--- config.mk ---
export PLATFORM = sky130hd
export DESIGN_NAME = bcd_stopwatch
export DESIGN_NICKNAME = d
export VERILOG_FILES = /design/src/rtl/bcd_stopwatch_pkg.sv /design/src/rtl/bcd_digit.sv /design/src/rtl/bcd_stopwatch.sv
export SDC_FILE = /design/constraint.sdc
export NUM_CORES = 1
export LEC_CHECK = 0
export CORE_ASPECT_RATIO = 1.5
export CORE_UTILIZATION = 45
export CTS_CLUSTER_SIZE = 12
export DETAILED_ROUTE_END_ITERATION = 10
export PLACE_DENSITY = 0.7
export REMOVE_ABC_BUFFERS = 1
export SYNTH_ARGS = -nofsm -noshare
export SYNTH_HDL_FRONTEND = slang
export SYNTH_SLANG_ARGS = --single-unit
--- constraint.sdc ---
create_clock -name CLOCK_50 -period 2.6 [get_ports CLOCK_50]
set_input_delay 0.26 -clock CLOCK_50 [delete_from_list [all_inputs] [get_ports CLOCK_50]]
set_output_delay 0.26 -clock CLOCK_50 [all_outputs]
set_load 0.03 [all_outputs]
--- src/rtl/bcd_stopwatch_pkg.sv ---
// bcd_stopwatch_pkg
// Shared constants, types and helpers for the four-digit BCD stopwatch.
//   NUM_DIGITS   - number of decade digits in the display word
//   DIGIT_W      - bits per BCD digit
//   DIGIT_MAX    - largest legal decimal digit value
//   sw_state_e   - start/stop FSM state
//   bcd_sanitize - maps an out-of-range nibble (A..F) to 0 so digits always stay displayable
package bcd_stopwatch_pkg;

  localparam int unsigned NUM_DIGITS = 4;
  localparam int unsigned DIGIT_W    = 4;

  localparam logic [DIGIT_W-1:0] DIGIT_MAX = 4'd9;

  typedef enum logic {
    STOPPED = 1'b0,
    RUN     = 1'b1
  } sw_state_e;

  // A loaded nibble above 9 would blank the 7-segment decoder, so force it to 0.
  function automatic logic [DIGIT_W-1:0] bcd_sanitize(input logic [DIGIT_W-1:0] nib);
    logic [DIGIT_W-1:0] res;
    res = (nib > DIGIT_MAX) ? '0 : nib;
    return res;
  endfunction

endpackage

--- src/rtl/bcd_digit.sv ---
// bcd_digit
// One registered decade counter (0..9) of the stopwatch carry chain.
// Ports:
//   CLOCK_50   - clock, rising edge
//   RESET      - asynchronous active-high reset, digit returns to 0
//   clear_i    - synchronous clear to 0 (highest priority)
//   load_i     - synchronous load of load_val_i (nibbles above 9 load as 0)
//   load_val_i - value to load
//   carry_i    - increment request from the lower digit (or the count tick for digit 0)
//   digit_o    - current digit value, always 0..9
//   carry_o    - increment request passed to the next digit (this digit wraps 9 -> 0)
module bcd_digit
  import bcd_stopwatch_pkg::*;
(
  input  logic               CLOCK_50,
  input  logic               RESET,
  input  logic               clear_i,
  input  logic               load_i,
  input  logic [DIGIT_W-1:0] load_val_i,
  input  logic               carry_i,
  output logic [DIGIT_W-1:0] digit_o,
  output logic               carry_o
);

  logic [DIGIT_W-1:0] digit_q, digit_d;

  always_comb begin
    digit_d = digit_q;
    if (clear_i) begin
      digit_d = '0;
    end else if (load_i) begin
      digit_d = bcd_sanitize(load_val_i);
    end else if (carry_i) begin
      digit_d = (digit_q == DIGIT_MAX) ? '0 : digit_q + 1'b1;
    end
  end

  always_ff @(posedge CLOCK_50 or posedge RESET) begin
    if (RESET) begin
      digit_q <= '0;
    end else begin
      digit_q <= digit_d;
    end
  end

  // The top only raises carry_i when no clear/load is pending, so the carry
  // chain never needs to see those controls.
  assign carry_o = carry_i & (digit_q == DIGIT_MAX);
  assign digit_o = digit_q;

endmodule

--- src/rtl/bcd_stopwatch.sv ---
// bcd_stopwatch
// Four-digit BCD stopwatch producing the digit word for the HEX3..HEX0 decoders.
// A start/stop button toggles between STOPPED and RUN; a prescaler derives the
// count tick from the board clock; CLEAR and LOAD override counting.
// Parameters:
//   TICK_DIV   - CLOCK_50 cycles per count tick (>= 2)
// Ports:
//   CLOCK_50   - clock, rising edge
//   RESET      - asynchronous active-high reset
//   START_STOP - asynchronous active-high button level
//   CLEAR      - synchronous clear of count and prescaler
//   LOAD       - synchronous load of LOAD_VAL, prescaler restarts
//   LOAD_VAL   - BCD load value, most significant digit in [15:12]
//   BCD        - current count, one nibble per digit
//   RUNNING    - high in the RUN state
//   TICK       - one-cycle pulse coincident with each displayed increment
//   WRAP       - one-cycle pulse coincident with the 9999 -> 0000 rollover
module bcd_stopwatch
  import bcd_stopwatch_pkg::*;
#(
  parameter int unsigned TICK_DIV = 500_000
) (
  input  logic        CLOCK_50,
  input  logic        RESET,
  input  logic        START_STOP,
  input  logic        CLEAR,
  input  logic        LOAD,
  input  logic [15:0] LOAD_VAL,
  output logic [15:0] BCD,
  output logic        RUNNING,
  output logic        TICK,
  output logic        WRAP
);

  localparam int unsigned PrescW = (TICK_DIV > 1) ? $clog2(TICK_DIV) : 1;
  localparam logic [PrescW-1:0] PrescLast = PrescW'(TICK_DIV - 1);

  // ---------------------------------------------------------------------------
  // Button path: two-flop synchronizer plus previous-value register
  // ---------------------------------------------------------------------------
  logic ss_meta_q, ss_sync_q, ss_prev_q;
  logic ss_edge;

  always_ff @(posedge CLOCK_50 or posedge RESET) begin
    if (RESET) begin
      ss_meta_q <= 1'b0;
      ss_sync_q <= 1'b0;
      ss_prev_q <= 1'b0;
    end else begin
      ss_meta_q <= START_STOP;
      ss_sync_q <= ss_meta_q;
      ss_prev_q <= ss_sync_q;
    end
  end

  // Rising edge only, so a held button toggles exactly once.
  assign ss_edge = ss_sync_q & ~ss_prev_q;

  // ---------------------------------------------------------------------------
  // Start/stop FSM; CLEAR and LOAD deliberately have no effect here
  // ---------------------------------------------------------------------------
  sw_state_e state_q;
  logic      running_q;

  always_ff @(posedge CLOCK_50 or posedge RESET) begin
    if (RESET) begin
      state_q   <= STOPPED;
      running_q <= 1'b0;
    end else if (ss_edge) begin
      unique case (state_q)
        STOPPED: begin
          state_q   <= RUN;
          running_q <= 1'b1;
        end
        RUN: begin
          state_q   <= STOPPED;
          running_q <= 1'b0;
        end
        default: begin
          state_q   <= STOPPED;
          running_q <= 1'b0;
        end
      endcase
    end
  end

  // ---------------------------------------------------------------------------
  // Prescaler: advances only in RUN and holds its value while stopped, so a
  // resume finishes the partially elapsed period.
  // ---------------------------------------------------------------------------
  logic [PrescW-1:0] presc_q, presc_d;
  logic              tick_due;
  logic              tick_inc;

  assign tick_due = (state_q == RUN) && (presc_q == PrescLast);
  // CLEAR/LOAD in a tick cycle drop the increment entirely.
  assign tick_inc = tick_due & ~CLEAR & ~LOAD;

  always_comb begin
    presc_d = presc_q;
    if (CLEAR || LOAD) begin
      presc_d = '0;
    end else if (state_q == RUN) begin
      presc_d = tick_due ? '0 : presc_q + 1'b1;
    end
  end

  always_ff @(posedge CLOCK_50 or posedge RESET) begin
    if (RESET) begin
      presc_q <= '0;
    end else begin
      presc_q <= presc_d;
    end
  end

  // ---------------------------------------------------------------------------
  // Digit chain: ripple carry from digit 0 (least significant) upwards.
  // Each stage keeps its own scalar carry signals so the chain is not one
  // self-referencing vector.
  // ---------------------------------------------------------------------------
  for (genvar i = 0; i < NUM_DIGITS; i++) begin : g_digit
    logic cin;
    logic cout;

    if (i == 0) begin : g_first
      assign cin = tick_inc;
    end else begin : g_chain
      assign cin = g_digit[i-1].cout;
    end

    bcd_digit u_digit (
      .CLOCK_50   (CLOCK_50),
      .RESET      (RESET),
      .clear_i    (CLEAR),
      .load_i     (LOAD),
      .load_val_i (LOAD_VAL[i*DIGIT_W +: DIGIT_W]),
      .carry_i    (cin),
      .digit_o    (BCD[i*DIGIT_W +: DIGIT_W]),
      .carry_o    (cout)
    );
  end

  // Carry out of the top digit means 9999 is about to roll to 0000.
  logic wrap_inc;
  assign wrap_inc = g_digit[NUM_DIGITS-1].cout;

  // ---------------------------------------------------------------------------
  // Registered status pulses, aligned with the cycle BCD shows the new value
  // ---------------------------------------------------------------------------
  logic tick_q, wrap_q;

  always_ff @(posedge CLOCK_50 or posedge RESET) begin
    if (RESET) begin
      tick_q <= 1'b0;
      wrap_q <= 1'b0;
    end else begin
      tick_q <= tick_inc;
      wrap_q <= wrap_inc;
    end
  end

  assign RUNNING = running_q;
  assign TICK    = tick_q;
  assign WRAP    = wrap_q;

endmodule

======== Word-level counts from Yosys, hierarchy flattened ========
Cells that the tools add are included.
word-level totals
  bits in registers ....................... 41
cells by class
  add/sub/neg operators ................... 5
  $lt $le $gt $ge ......................... 4
  equality and inequality tests ........... 5
  multiplexer cells ....................... 24
  bitwise logic cells ..................... 11
  reduce and logical (&&, ||, !) cells .... 7
operator list
  operator                                                          number
  4-bit 2-to-1 mux                                                  20
  19-bit 2-to-1 mux                                                 3
  19-bit by 1-bit adder with 19-bit output (second input constant)  1
  19-bit equality test (second input constant)                      1
  4-bit by 1-bit adder with 4-bit output (second input constant)    4
  4-bit equality test (second input constant)                       4
  4-bit greater-than comparator (second input constant)             4
  3-bit nonzero test                                                4
  1-bit bitwise AND                                                 7
  1-bit inverter                                                    4
  1-bit case mux with 2 select lines                                1
  2-bit nonzero test                                                1
  1-bit logical AND                                                 1
  1-bit logical OR                                                  1

======== Logic depth before layout (Yosys ltp) ========
Gate-level depths: netlist (run 1).
  word-level depth ........................ 10
  gate-level depth with buffers ........... 8
  gate-level depth less buffers ........... 7

======== Cells and area by module ========
From an unflattened synthesis (run 1), not the netlist that was laid out.
unflattened totals
  cell total of the unflattened synthesis .. 258
  area, all modules ....................... 2,391.0 µm²
modules (own cells, without submodules)
  module         times used  cells each  area each (µm²)
  bcd_digit      4           34          299.0
  bcd_stopwatch  1           122         1,194.9

======== Worst setup path after synthesis (run 1) ========
OpenSTA, ideal clock, no wires.
  path type ............................... register to register
  start ................................... reg presc_q[6]
  end ..................................... reg g_digit[0].u_digit.digit_q[1]
  arrival ................................. 2.074 ns
  data required time ...................... 2.475 ns
  setup slack ............................. 0.402 ns
  stages on the path, launching flop included .. 6
  path buffers ............................ 0
  period minus slack after synthesis ...... 2.198 ns
  cells stage by stage .................... dfrtp_1 -> or4b_4 -> nor4_4 -> nand2_1 -> nand2_1 -> mux2_2
between the ends
  cells in the longest elaborated chain, start to end .. 5
ends and longest elaborated chain
  what                                 line                  source
  start, declared                      bcd_stopwatch.sv:91   logic [PrescW-1:0] presc_q, presc_d;
  start signal, assigned               bcd_stopwatch.sv:112  presc_q <= presc_d;
  19-bit equality test                 bcd_stopwatch.sv:95   assign tick_due = (state_q == RUN) && (presc_q == PrescLast);
  1-bit logical AND                    bcd_stopwatch.sv:95
  1-bit bitwise AND (2 in series)      bcd_stopwatch.sv:97   assign tick_inc = tick_due & ~CLEAR & ~LOAD;
  3-bit nonzero test (no source line)  --
  end signal, assigned                 bcd_digit.sv:42       digit_q <= digit_d;
  end, declared                        bcd_digit.sv:25       logic [DIGIT_W-1:0] digit_q, digit_d;
Every way passes these cells.
A chain may end at the register's enable or synchronous reset.

======== Worst setup path in the final report (run 1) ========
  start ................................... reg presc_q[5]
  end ..................................... reg g_digit[2].u_digit.digit_q[0]
between the ends
  cells in the longest elaborated chain, start to end .. 7
ends and longest elaborated chain
  what                                 line                 source
  19-bit equality test                 bcd_stopwatch.sv:95
  1-bit logical AND                    bcd_stopwatch.sv:95
  1-bit bitwise AND (2 in series)      bcd_stopwatch.sv:97
  1-bit bitwise AND (2 in series)      bcd_digit.sv:48      assign carry_o = carry_i & (digit_q == DIGIT_MAX);
  3-bit nonzero test (no source line)  --
  end signal, assigned                 bcd_digit.sv:42
  end, declared                        bcd_digit.sv:25
Every way passes these cells.

==> impl_results.md, run 1 <==
* Num CTS Buffers at 5
* R2R Path End: g_digit[2].u_digit.digit_o[0]
* Post-route DRC at 0
* Clock Latency Late Sink at 0.30 ns
* Core Area at 0.00520 mm^2
* Peak Freq at 0.435 GHz
* Hold Path Depth at 0
* Hold bufs inserted after CTS at 0
* Critical path class: reg -> reg
* Ant diodes at 0
* Antenna violations before repair at 0
* Synth Instances at 268
* Seq. cell area at 0.00103 mm^2
* Post-synth EDFFs at 0
* RSZ-0062 raised after global routing: false
* Area of the multi-input gates at 0.00136 mm^2
* Setup crit start kind: flip-flop
* Root buf cell: clkbuf_8
* Die area at 0.00575 mm^2
* FFs w/ async S/R, synth at 100%
* Yosys reg bits at 41
* Fin cells at 383
* Worst Clk Skew at 0.00575 ns
* R2r startpoint: presc_q[5]
* Fill count at 460
* Placed insts at 375
* Worst-margin pin slew at 0.509 ns
* GRT overflow at 0
* CP Data Arrival Time at 2.51 ns
* Status: completed
* DRT Wirelength at 5770 um
* Setup violators final at 0
* Mapped Area at 0.00245 mm^2
* Final HPWL DP at 4310 um
* Routed len/inst at 15.1 um
* R2r setup slk at 0.30 ns
* Final hold violations at 0
* Critical path peak fanout at 7
* Port Buffers at 39
* Max cap viols at 0
* Post-synthesis sequential area ratio at 41.9%
* Hold Crit Class: reg -> reg
* Critical hold path startpoint: ss_meta_q
* Avg Cell Area, Syn at 9.14 um^2
* Ratio of cells with drive above 1 in the final layout at 8.89%
* Peak supply drop at 0.000342 V
* CTS Sinks at 41
* P_leak at 1.25 nW
* Post-CTS Setup Inserts at 0
* Slowest cell on the critical path: or4_4
* Slowest cell delay on critical path at 0.57 ns
* Slew Viols, Final at 0
* Syn. warnings at 0
* Tmin final at 2.30 ns
* Gr usage total at 22.0%
* WHS Endpoint: ss_sync_q
* CTS tree: built
* Routability Congestion at 0.849
* Synth Flop Type: dfrtp_1
* Vias in the first global route at 2140
* Largest net degree at the start of global routing at 42
* Area grow syn2layout at 25.3%
* Vias per cell at 5.60
* Post-synth cell types at 52
* TNS Setup at 0 ns
* Worst-path clk slew at 0.08 ns
* First-pass GRT wire length at 9900 um
* Antenna-violating nets left at 0
* Slew Limit Headroom at 66.1%
* Final nets at 344
* Critical path endpoint category: flip-flop
* Boundary Pins at 40
* H-tree depth at 2
* Vias at 2143
* Bufs on Longest Clock Path at 2
* Worst path cell trace: or4_4 -> nor4_4 -> nand3_2 -> or3_1 -> a311oi_1
* Reg2Reg Depth at 5
* Initial Util at 47.0%
* CP required at 2.81 ns
* FP Rows at 32
* Final worst path period share at 88.4%
* DR iter-0 viols at 126
* Total power density per cell area at 481 mW/mm^2
* Chip height at 92.3 um
* Pre-antenna DRT Iters at 4
* Post-cts sizing count at 0
* Die width at 62.2 um
==> cell usage after synthesis (all sizes together), types with 2 or more instances <==
cell,instances,area share (%)
and4,3,1.1
o21ai,13,2.7
inv,9,1.4
nand2b,3,0.77
nor4,2,1.7
nor2,41,6.3
o32a,2,0.82
clkbuf,7,1.1
nor3,2,0.41
and3,5,1.3
mux2i,6,2.5
or4b,2,0.97
or2,2,0.51
dfrtp,41,42
o311ai,3,1.1
nand4,10,2.8
or4,2,0.77
nand2,30,4.6
xor2,9,3.2
a21oi,8,1.6
or3,2,0.51
xnor2,11,3.9
nand3b,4,1.2
and3b,2,0.77
o211ai,4,1.2
nand3,17,3.7
a311oi,2,0.72
ha,9,4.6
and2,2,0.51
==> layer usage <==
metal | vias to the layer above | wire (um) | GRT usage (%)
met5 | - | 0 | 0
met4 | 0 | 169 | 10.3
met3 | 13 | 252 | 3.33
met2 | 66 | 3000 | 39.9
met1 | 1016 | 2350 | 25.1
li1 | 1048 | - | -
==> cells by family (layout without fill, tap and decap cells) <==
| family | count (synthesis) | count (layout) | synth area share (%) |
|---|---|---|---|
| flip-flops | 41 | 41 | 41.9 |
| adder cells (fa/ha/maj) | 9 | 9 | 4.60 |
| buffers and inverters | 17 | 64 | 2.66 |
| XOR/XNOR | 20 | 20 | 7.15 |
| AND/OR/NAND/NOR | 134 | 134 | 30.1 |
| multiplexers | 7 | 7 | 2.91 |
| AO/OA/AOI/OAI | 40 | 40 | 10.7 |
==> per-stage QoR <==
step	power [mW]	cell area [um^2]	hold slack [ns]	utilization, %	setup WS, ns
after global placement	0.968	2950	0.335	56.7	0.328
after floorplan	0.833	2420	0.291	-	0.237
after detailed placement	0.970	2950	0.341	56.7	0.318
after global routing	1.55	3070	0.375	58.9	0.169
final	1.48	3070	0.361	58.9	0.301
after CTS	1.50	3070	0.361	58.9	0.295
==> worst max path at each step <==
stage / startpoint / endpoint
CTS: presc_q[5] / g_digit[2].u_digit.digit_o[0]
global route: presc_q[9] / g_digit[3].u_digit.digit_o[2]
detailed placement: presc_q[5] / g_digit[2].u_digit.digit_o[0]
floorplan: presc_q[6] / g_digit[0].u_digit.digit_o[1]
global placement: presc_q[9] / g_digit[3].u_digit.digit_o[2]
finish: presc_q[5] / g_digit[2].u_digit.digit_o[0]
==> critical path: cells and delay by family, from the launching register on <==
family          cells  cell delay, ns
simple gates        4            1.50
compound gates      1            0.26
flops               1            0.45
==> cell type report <==
cell class	instances	share of cell area [%]
multi-input combinational	210	44.2
timing repair buffer	47	14.7
tap	68	2.77
inverter	9	1.10
sequential	41	33.4
clock buffer	5	2.24
clock inverter	3	1.51
==> report_power, final <==
group,total (mW),internal [mW],switching [mW]
clock,0.519,0.287,0.231
sequential,0.697,0.662,0.0350
combinational,0.260,0.117,0.143
total,1.48,1.07,0.409
==> placed cells by master (no fill, tap or decap), types with 3 or more instances in the layout <==
cell type and count:
nor2_1 41, nand2_1 30, nand3_1 16, o311ai_0 3, nand2b_1 3, and3_1 5
o211ai_1 4, inv_1 9, xor2_1 9, clkdlybuf4s50_1 39, a21oi_1 8, o21ai_0 12
nand4_1 9, ha_1 9, mux2i_1 6, clkbuf_8 5, dfrtp_1 41, buf_4 8
nand3b_1 4, xnor2_1 11
==> registers in the layout (all words and copies together) (netlist names) <==
signal and count:
ss_prev_q 1, g_digit.u_digit.digit_o 16, RUNNING 1, WRAP 1, presc_q 19, TICK 1
ss_meta_q 1, ss_sync_q 1
Note: power is estimated with default switching activity, not from simulation.
==> run 2, diff against run 1 <==
CTS_CLUSTER_SIZE = unset   (was 12)
==> results of run 2 <==
Same layout as run 1: the final DEF is identical, and so are final timing and power.
